**config.mk**
```make
export PLATFORM = sky130hd
export DESIGN_NAME = decoder3to8_strobe
export DESIGN_NICKNAME = d
export VERILOG_FILES = /design/src/rtl/decoder3to8_strobe.sv
export SDC_FILE = /design/constraint.sdc
export NUM_CORES = 1
export LEC_CHECK = 0
export CAP_MARGIN = 40
export CORE_UTILIZATION = 52
export CTS_BUF_LIST = sky130_fd_sc_hd__clkbuf_2 sky130_fd_sc_hd__clkbuf_4 sky130_fd_sc_hd__clkbuf_8
export CTS_CLUSTER_SIZE = 16
export DETAILED_ROUTE_END_ITERATION = 10
export PLACE_DENSITY = 0.75
export SLEW_MARGIN = 20
export SYNTH_ARGS = -nofsm -noshare
export SYNTH_HDL_FRONTEND = slang
export SYNTH_SLANG_ARGS = --single-unit
```
**constraint.sdc**
```tcl
create_clock -name clk -period 2.8 [get_ports clk]
set_input_delay 0.56 -clock clk [delete_from_list [all_inputs] [get_ports clk]]
set_output_delay 0.56 -clock clk [all_outputs]
set_load 0.05 [all_outputs]
```
**src/rtl/decoder3to8_strobe.sv**
```systemverilog
// Sequential 3-to-8 decoder: 3-bit codes arrive over valid/ready and are queued in a FIFO.
// Each queued code is then replayed as a one-hot strobe held for HOLD enabled cycles.
module decoder3to8_strobe #(
    parameter int unsigned HOLD  = 4,
    parameter int unsigned DEPTH = 4
) (
    input  logic       clk,
    input  logic       rst_n,
    input  logic       en,
    input  logic [2:0] in_code,
    input  logic       in_valid,
    output logic       in_ready,
    output logic [7:0] Y,
    output logic       Y_valid,
    output logic       busy
);

    localparam int unsigned AW = (DEPTH > 1) ? $clog2(DEPTH) : 1;
    localparam int unsigned CW = AW + 1;

    typedef enum logic {StIdle, StDrive} state_t;

    state_t          r_state;
    logic   [3:0]    r_cnt;
    logic   [7:0]    r_y;
    logic            r_y_valid;
    logic   [2:0]    r_mem [DEPTH];
    logic   [AW-1:0] r_wptr;
    logic   [AW-1:0] r_rptr;
    logic   [CW-1:0] r_count;

    state_t          w_state_nxt;
    logic   [3:0]    w_cnt_nxt;
    logic   [7:0]    w_y_nxt;
    logic            w_y_valid_nxt;
    logic            w_push;
    logic            w_pop;
    logic            w_empty;
    logic   [7:0]    w_head_onehot;

    assign in_ready      = (r_count != CW'(DEPTH));
    assign w_empty       = (r_count == '0);
    assign w_push        = in_valid && in_ready;
    // r_count is registered, so a pop only ever sees entries written before this edge.
    assign w_head_onehot = 8'h01 << r_mem[r_rptr];

    always_comb begin
        w_state_nxt   = r_state;
        w_cnt_nxt     = r_cnt;
        w_y_nxt       = r_y;
        w_y_valid_nxt = r_y_valid;
        w_pop         = 1'b0;
        unique case (r_state)
            StIdle: begin
                if (en && !w_empty) begin
                    w_pop         = 1'b1;
                    w_y_nxt       = w_head_onehot;
                    w_y_valid_nxt = 1'b1;
                    w_cnt_nxt     = 4'(HOLD - 1);
                    w_state_nxt   = StDrive;
                end
            end
            StDrive: begin
                if (en) begin
                    if (r_cnt != 4'd0) begin
                        w_cnt_nxt = r_cnt - 4'd1;
                    end else if (!w_empty) begin
                        w_pop         = 1'b1;
                        w_y_nxt       = w_head_onehot;
                        w_y_valid_nxt = 1'b1;
                        w_cnt_nxt     = 4'(HOLD - 1);
                    end else begin
                        w_y_nxt       = 8'h00;
                        w_y_valid_nxt = 1'b0;
                        w_state_nxt   = StIdle;
                    end
                end
            end
            default: begin
                w_state_nxt = StIdle;
            end
        endcase
    end

    always_ff @(posedge clk) begin
        if (!rst_n) begin
            r_state   <= StIdle;
            r_cnt     <= 4'd0;
            r_y       <= 8'h00;
            r_y_valid <= 1'b0;
        end else begin
            r_state   <= w_state_nxt;
            r_cnt     <= w_cnt_nxt;
            r_y       <= w_y_nxt;
            r_y_valid <= w_y_valid_nxt;
        end
    end

    always_ff @(posedge clk) begin
        if (!rst_n) begin
            r_wptr  <= '0;
            r_rptr  <= '0;
            r_count <= '0;
        end else begin
            if (w_push) begin
                r_wptr <= r_wptr + AW'(1);
            end
            if (w_pop) begin
                r_rptr <= r_rptr + AW'(1);
            end
            if (w_push && !w_pop) begin
                r_count <= r_count + CW'(1);
            end else if (!w_push && w_pop) begin
                r_count <= r_count - CW'(1);
            end
        end
    end

    always_ff @(posedge clk) begin
        if (rst_n && w_push) begin
            r_mem[r_wptr] <= in_code;
        end
    end

    assign Y       = r_y;
    assign Y_valid = r_y_valid;
    assign busy    = (r_state == StDrive) || !w_empty;

endmodule
```
* Yosys cells after proc, flatten, opt, wreduce, memory -nomap -nowiden
Memories as Yosys holds them, arrays and structs flattened. A register that Yosys moved wholly into a read port is not among the register bits.
Index checks and enable logic that the tools add are counted.
** Word-level totals
- Input bits :: 7
- Memory bits (writable) :: 12
- Word-level logic and storage cells :: 62
- Register bits :: 21
- Output and inout bits :: 11
- Memories :: 1
** Operators by class
- Shift-type cells :: 1
- Bitwise gates (word level) :: 1
- Reduce and logical (&&, ||, !) cells :: 14
- Mux-type cells :: 28
- $add $sub $neg :: 5
- Eq/ne operators :: 5
** Memory list
- r_mem :: depth 4, bits a word 3, read ports 1, clocked after Yosys merged registers in 1, write ports 1, line 27 : logic [2:0] r_mem [DEPTH];
** Operator list (count)
- 8-bit 2-to-1 mux :: 4
- 4-bit 2-to-1 mux :: 4
- 8-bit case mux with 2 select lines :: 1
- 1-bit 2-to-1 mux :: 11
- 4-bit case mux with 2 select lines :: 1
- 1-bit by 3-bit << shifter with 8-bit output, first input constant :: 1
- 3-bit 2-to-1 mux :: 2
- 2-bit inequality test, second input constant :: 3
- 1-bit case mux with 2 select lines :: 3
- 3-bit AND reduction :: 2
- 1-bit logical AND :: 5
- 2-bit by 1-bit adder with 2-bit output, second input constant :: 2
- 2-bit 2-to-1 mux :: 2
- 4-bit nonzero test :: 1
- 4-bit by 1-bit subtractor with 4-bit output, second input constant :: 1
- 3-bit by 1-bit adder with 3-bit output, second input constant :: 1
- 1-bit zero test :: 3
- 3-bit zero test :: 1
- 3-bit by 2-bit inequality test with 1-bit output, second input constant :: 1
- 3-bit inequality test, second input constant :: 1
- 3-bit by 1-bit subtractor with 3-bit output, second input constant :: 1
- 2-bit nonzero test :: 1
- 1-bit logical OR :: 1
- 1-bit NOT :: 1

* Depth between registers and ports, before layout
Gate-level depths: netlist (run 1).
- Word-level depth :: 8
- Mapped depth :: 10
- Depth with buffers taken out :: 10

* Worst setup path after synthesis (run 1)
OpenSTA, ideal clock, no wires.
- Path kind :: input to register
- Start :: input port in_valid
- End :: register r_count[2]
- Library setup time :: 0.076 ns
- Required time :: 2.724 ns
- Path slack :: 0.568 ns
- Stages on the path :: 7
- Data arrival time :: 2.156 ns
- Buffers on the path :: 0
- Cell sequence :: a21boi_1 -> ha_1 -> inv_1 -> fa_1 -> xor2_1 -> or3_1 -> a21boi_0
** Between the ends
- Longest elaborated chain between the ends :: 4
- Elaborated cells between the ends (all ways) :: 6
- Classes of those cells :: mux: 1; reduce/logical: 5
** Ends and longest elaborated chain
- start, declared :: line 11 : input logic in_valid,
- 1-bit logical AND * :: line 43 : assign w_push = in_valid && in_ready;
- 1-bit zero test :: line 113 : end else if (!w_push && w_pop) begin
- 1-bit logical AND :: line 113
- 2-bit nonzero test (no line)
- end signal, assigned :: line 112 : r_count <= r_count + CW'(1);
- end signal, assigned :: line 114 : r_count <= r_count - CW'(1);
- end, declared :: line 30 : logic [CW-1:0] r_count;
Every way passes the cells marked *; elsewhere a longest branch is shown, timed or not.
A chain may end at the register's enable or synchronous reset.

* Worst setup path in the final report (run 1)
- Start :: register r_count[0]
- End :: output port busy
** Between the ends
- Longest elaborated chain between the ends :: 3
** Ends and longest elaborated chain
- 3-bit zero test :: line 42 : assign w_empty = (r_count == '0);
- 1-bit zero test :: line 127 : assign busy = (r_state == StDrive) || !w_empty;
- 1-bit logical OR :: line 127
- end, declared :: line 15 : output logic busy
Every way passes these cells.

==> results of run 1 <==
## metrics by stage
| stage | instance area, um^2 | instances | worst slack, ns | hold WS [ns] | utilization |
|---|---|---|---|---|---|
| after floorplan | 1550 | 130 | 0.568 | 0.456 | - |
| after global placement | 1770 | 179 | 0.251 | 0.467 | 0.637 |
| after detailed placement | 1770 | 179 | 0.116 | 0.458 | 0.637 |
| after CTS | 1820 | 187 | 0.162 | 0.472 | 0.655 |
| after global routing | 1820 | 187 | 0.102 | 0.504 | 0.655 |
| final | 1820 | 187 | 0.189 | 0.469 | 0.655 |
## worst max path at each step
stage / startpoint / end / cells past startpoint
final: r_count[0] / busy / 2
after global routing: r_count[0] / busy / 2
after CTS: r_count[0] / busy / 2
after detailed placement: en / r_count[2] / 9
after global placement: en / r_count[2] / 9
after floorplan: in_valid / r_count[2] / 7
## cells by family after synthesis
kind of cell | after synthesis | synth area share
multiplexers | 5 | 0.0566
AND/OR/NAND/NOR | 38 | 0.150
adder cells (fa/ha/maj) | 8 | 0.0696
AO/OA/AOI/OAI | 29 | 0.143
XOR/XNOR | 4 | 0.0227
buffers and inverters | 11 | 0.0267
flip-flops | 35 | 0.531
## Yosys cell counts
cell type / count / share of area
fa_1: 1 / 0.013
edfxtp_1: 12 / 0.23
o21ai_0: 5 / 0.016
clkbuf_1: 2 / 0.0049
xnor2_1: 3 / 0.017
and3_1: 5 / 0.020
inv_1: 9 / 0.022
o31ai_1: 3 / 0.015
a21o_4: 1 / 0.0097
or3b_4: 1 / 0.0073
a211oi_2: 1 / 0.0081
nor2_1: 2 / 0.0049
a21boi_0: 2 / 0.0097
o311a_1: 1 / 0.0065
nor2b_1: 12 / 0.049
o211ai_2: 1 / 0.0081
ha_1: 7 / 0.057
a21boi_1: 3 / 0.015
or3_1: 4 / 0.016
nor3b_1: 1 / 0.0049
xor2_1: 1 / 0.0057
a21oi_1: 3 / 0.0097
and2_1: 5 / 0.020
mux4_2: 3 / 0.044
nand4_1: 1 / 0.0040
a22oi_1: 8 / 0.039
dfxtp_1: 23 / 0.30
nand2_1: 4 / 0.0097
o2111a_1: 1 / 0.0073
mux2i_1: 2 / 0.013
or4_1: 3 / 0.015
## layer usage
layer,up-vias,share of wire,global-route usage
met5,-,0,0
met4,0,0.023,0.105
met3,8,0.048,0.0853
met2,20,0.49,0.308
met1,507,0.44,0.227
li1,523,-,-
## critical path, cell delays in order (launching register included)
cell and delay, ns:
dfxtp_1 0.40, or4_1 0.59, clkdlybuf4s50_1 0.73
## cell usage in the layout, fill, tap and decap left out, drive strengths merged, types with 4 or more instances in the layout
cell type      netlist  final
dfxtp               23     23
clkdlybuf4s50        0     17
nor2b               12     12
edfxtp              12     12
inv                  9      9
a22oi                8      8
ha                   7      7
clkbuf               2      6
and3                 5      5
and2                 5      5
o21ai                5      5
a21boi               5      5
nand2                4      4
or3                  4      4
## sequential cells by signal (all words and copies together) (netlist names), named ones only
register / flops
r_rptr: 2
Y: 8
r_state: 1
r_wptr: 2
r_count: 3
r_cnt: 4
r_mem: 12
Y_valid: 1
## layout make-up
class | instances | area share
Sequential cell | 35 | 0.450
Inverter | 9 | 0.0185
Tap cell | 31 | 0.0213
Multi-Input combinational cell | 84 | 0.375
Clock inverter | 2 | 0.00412
Timing Repair Buffer | 20 | 0.106
Clock buffer | 6 | 0.0247
## report_power, final
group          internal [mW]  switching [mW]
clock                  0.103           0.163
combinational          0.310           0.407
sequential             0.622          0.0913
==> run_results.csv, run 1 <==
group,metric,value,unit
run_status,status,"finished clean",
setup_path,cp_max_fo,6,
min_path,whs_endpoint,"Y_valid",
synth,yosys.cell_types.count,31,
finish,n_antenna_cell,0,
setup_path,arrival,2.05,ns
timing,fmax,0.383,GHz
synth,ys_warn_count,0,
floorplanning,io_pins,18,
floorplanning,core_area,0.00278,mm^2
timing,hold_violations,0,
power,cellPowerDensity,930,mW/mm^2
floorplanning,num_rows,19,
clock_network,clk_latency,0.34,ns
drt,drtIter0Drc,36,
job,cap_violations,0,
timing,finalCritPeriodShare,0.933,
setup_path,ff2ff_setup_slack,0.37,ns
setup_path,path_class,"flip-flop to output port",
clock_network,cts_resized,0,
drt,ant_nets,0,
placed_design,gp_congestion,0.701,
global_routing,grt_pass1_wl,4.58,mm
global_routing,grt_pass1_vias,1016,
synth,syn-cell-area,0.00155,mm^2
floorplanning,initial_core_util,0.556,
synth,synth_seq_area_share,0.531,
clock_network,cts_buffers,5,
global_routing,grt_max_degree,21,
timing,skew,0.0101,ns
clock_network,htreeDepth,2,
drt,wl,2.71,mm
clock_network,cts_tree,"done",
clock_network,path_clk_slew,0.11,ns
finish,n_fill_cell,214,
finish,fin_nets,170,
min_path,min_path_cells,2,
global_routing,antenna_found_initial,0,
global_routing,globalRouteTotalUtil,0.197,
timing,setup_viol,0,
clock_network,clock_path_buffers,2,
setup_path,worstPathRequired,2.24,ns
setup_path,r2r-end,"r_count[2]",
clock_network,cts_hold_buf,0,
timing,rsz0062_at_grt,"no",
drt,drt-pass1-iter-count,4,
floorplanning,die_w,56.5,um
finish,seqCellArea,821,um^2
setup_path,crit-reg2reg-launch,"r_count[0]",
min_path,hp-start,"Y_valid",
synth,yosys_register_bits,35,
finish,multiInputGateArea,684,um^2
power,power,1.70,mW
global_routing,gr-total-overflow,0,
clock_network,cts_setup_buffers,0,
finish,drive_above_1_share,0.103,
drt,drc_errors,0,
clock_network,numClockSinks,35,
drt,vias,1058,
drt,routed_via_density,5.66,
drt,drt-wirelength-per-cell,14.5,um
power,p_leak,0.678,nW
timing,final.setup.tns,0,ns
timing,timing.slew.headroom,0.657,
setup_path,r2r_cells,8,
setup_path,worstSetupEndpointType,"output port",
timing,slew_violations,0,
synth,syn-num-nets,145,
timing,tightestPinTransition,0.509,ns
placed_design,port_buffers,17,
power,ir_drop,0.682,mV
timing,min_period,2.61,ns
synth,postSynthAreaPerCell,11.9,um^2
finish,syn2layout_area_growth,17.9,%
floorplanning,die_area,0.00320,mm^2
floorplanning,die_h,56.5,um
placed_design,dp_hpwl,2.03,mm
clock_network,clock-root-buffer,"clkbuf_4",
min_path,min_path_type,"flip-flop to flip-flop",
synth,netlist_instances,130,
setup_path,cp-start-kind,"flip-flop",
Note: power is estimated with default switching activity, not from simulation.
==> inputs of run 2 (changes only) <==
--- a/config.mk
+++ b/config.mk
@@ -11,5 +11,6 @@
 export CTS_CLUSTER_SIZE = 16
 export DETAILED_ROUTE_END_ITERATION = 10
-export PLACE_DENSITY = 0.75
+export DONT_BUFFER_PORTS = 1
+export PLACE_DENSITY = 0.63
 export SLEW_MARGIN = 20
 export SYNTH_ARGS = -nofsm -noshare
==> constraint.sdc (replaced) <==
create_clock -name clk -period 2.8 [get_ports clk]
set_input_delay 0.42 -clock clk [delete_from_list [all_inputs] [get_ports clk]]
set_output_delay 0.42 -clock clk [all_outputs]
set_load 0.05 [all_outputs]
==> run 2 against run 1 <==
  * Routed wire length is 5.6% lower
  * Power is 4.2% lower
  * Register-to-register slack better by 0.08 ns
  * Core utilization is 6.5 points lower
  * Clock-buffer cell count is 1 lower
  * Via count is 5.5% lower
  * Final cell count is 10% lower
  * Critical path type is now flip-flop to flip-flop
  * Largest power group is now sequential cells
==> run_results.csv, run 2 (same netlist as run 1, synthesis figures left out) <==
group,metric,value,unit
floorplanning,die_w,56.5,um
clock_network,htreeDepth,2,
job,cap_violations,0,
clock_network,cts_tree,"done",
timing,final.setup.tns,0,ns
global_routing,met1_usage,0.223,
setup_path,slowest_stage,"fa_1",
global_routing,grt_max_degree,26,
placed_design,dp_hpwl,1.82,mm
placed_design,port_buffers,0,
power,power_frac_clock,0.167,
setup_path,cp_max_fo,6,
setup_path,cp-start-kind,"flip-flop",
global_routing,grt_use_met3,0.0760,
setup_path,worstSetupEndpointType,"flip-flop",
placed_design,dp_slack,0.476,ns
timing,min_period,2.35,ns
setup_path,r2r_cells,10,
setup_path,worstPathCellList,"inv_1, ha_1, or3b_4, a21o_4, ha_1, inv_1, fa_1, xor2_1, or3_1, a21boi_0",
timing,hold_violations,0,
setup_path,crit_cells,10,
power,seqPwrFrac,0.480,
setup_path,timing.critical_path.buf_inv,2,
setup_path,path_class,"flip-flop to flip-flop",
finish,drive_above_1_share,0.117,
clock_network,cts_resized,0,
setup_path,worstPathRequired,3.07,ns
timing,whs,0.166,ns
drt,drc_errors,0,
global_routing,met2_usage,0.296,
finish,fin_nets,151,
floorplanning,core_area,0.00278,mm^2
finish,n_antenna_cell,0,
min_path,min_path_type,"input port to flip-flop",
power,power_frac_comb,0.353,
timing,timing.slew.headroom,0.642,
clock_network,cts_setup_buffers,0,
setup_path,arrival,2.62,ns
floorplanning,die_area,0.00320,mm^2
setup_path,crit_family,"adder cells",
drt,drt-wirelength-per-cell,15.3,um
timing,slew_violations,0,
global_routing,top_usage_layer,"met2",
drt,vias,1000,
timing,rsz0062_at_grt,"no",
clock_network,clock_path_buffers,2,
floorplanning,die_h,56.5,um
power,ir_drop,0.563,mV
floorplanning,num_rows,19,
power,p_leak,0.602,nW
drt,drt-pass1-iter-count,4,
clock_network,cts_buffers,5,
finish,layout_commonest_cell,"dfxtp_1",
global_routing,globalRouteTotalUtil,0.185,
finish,regMostFlops,"r_mem",
min_path,min_path_cells,0,
clock_network,cts_hold_buf,0,
power,p_sw,0.656,mW
floorplanning,io_pins,18,
clock_network,clk_latency,0.34,ns
global_routing,antenna_found_initial,0,
timing,skew,0.00519,ns
global_routing,gr-total-overflow,0,
clock_network,numClockSinks,35,
finish,largest_register_ffs,12,
setup_path,max_stage_delay,0.37,ns
global_routing,grt_pass1_wl,4.46,mm
power,cellPowerDensity,989,mW/mm^2
global_routing,grt_pass1_vias,979,
timing,tightestPinTransition,0.537,ns
timing,finalCritPeriodShare,0.838,
power,swShare,0.404,
timing,setup_viol,0,
clock_network,clock-root-buffer,"clkbuf_4",
timing,fmax,0.426,GHz
drt,drtIter0Drc,44,
clock_network,path_clk_slew,0.11,ns
finish,syn2layout_area_growth,6.23,%
drt,wl,2.56,mm
drt,routed_via_density,5.95,
finish,mostFrequentLayoutCells,"dfxtp_1, nor2b_1, edfxtp_1, inv_1, a22oi_1",
power,p_int,0.968,mW
run_status,status,"finished clean",
floorplanning,initial_core_util,0.556,
placed_design,gp_congestion,0.739,
drt,ant_nets,0,
timing,layout_setup_ws,0.454,ns
run 2: final timing paths:
path	from	end	slack (ns)
max	r_cnt[0]	r_count[2]	0.45
min	in_code[2]	r_mem[3][2]	0.17
max reg2reg	r_cnt[0]	r_count[2]	0.45
min reg2reg	r_cnt[3]	r_cnt[3]	0.52
run 2: area by class of cell:
cell class	instances	area (um^2)
Inverter	9	33.8
Timing Repair Buffer	1	7.51
Clock inverter	3	20.0
Clock buffer	5	37.5
Sequential cell	35	821
Tap cell	31	38.8
Multi-Input combinational cell	84	684
Fill cell	248	1140
run 2: stage by stage:
| stage | area, um^2 | total power, mW | utilization | std cells |
|---|---|---|---|---|
| 2_1_floorplan | 1550 | 1.25 | - | 130 |
| 3_3_place_gp | 1590 | 1.35 | 0.570 | 160 |
| 3_5_place_dp | 1590 | 1.36 | 0.570 | 160 |
| 4_1_cts | 1640 | 1.64 | 0.591 | 168 |
| 5_1_grt | 1640 | 1.74 | 0.591 | 168 |
| 6_report | 1640 | 1.62 | 0.591 | 168 |
run 2: per-layer routing:
| layer | up-vias | part of all wire |
|---|---|---|
| li1 | 486 | - |
| met1 | 489 | 0.44 |
| met2 | 21 | 0.49 |
| met3 | 4 | 0.052 |
| met4 | 0 | 0.014 |
| met5 | - | 0 |
run 2: power by group through the flow:
stage                     clock [mW]  combinational, mW  sequential [mW]
after global routing           0.303              0.642            0.799
after global placement             0              0.561            0.789
after CTS                      0.278              0.577            0.781
after detailed placement           0              0.572            0.793
after floorplan                    0              0.484            0.768
final                          0.272              0.573            0.779
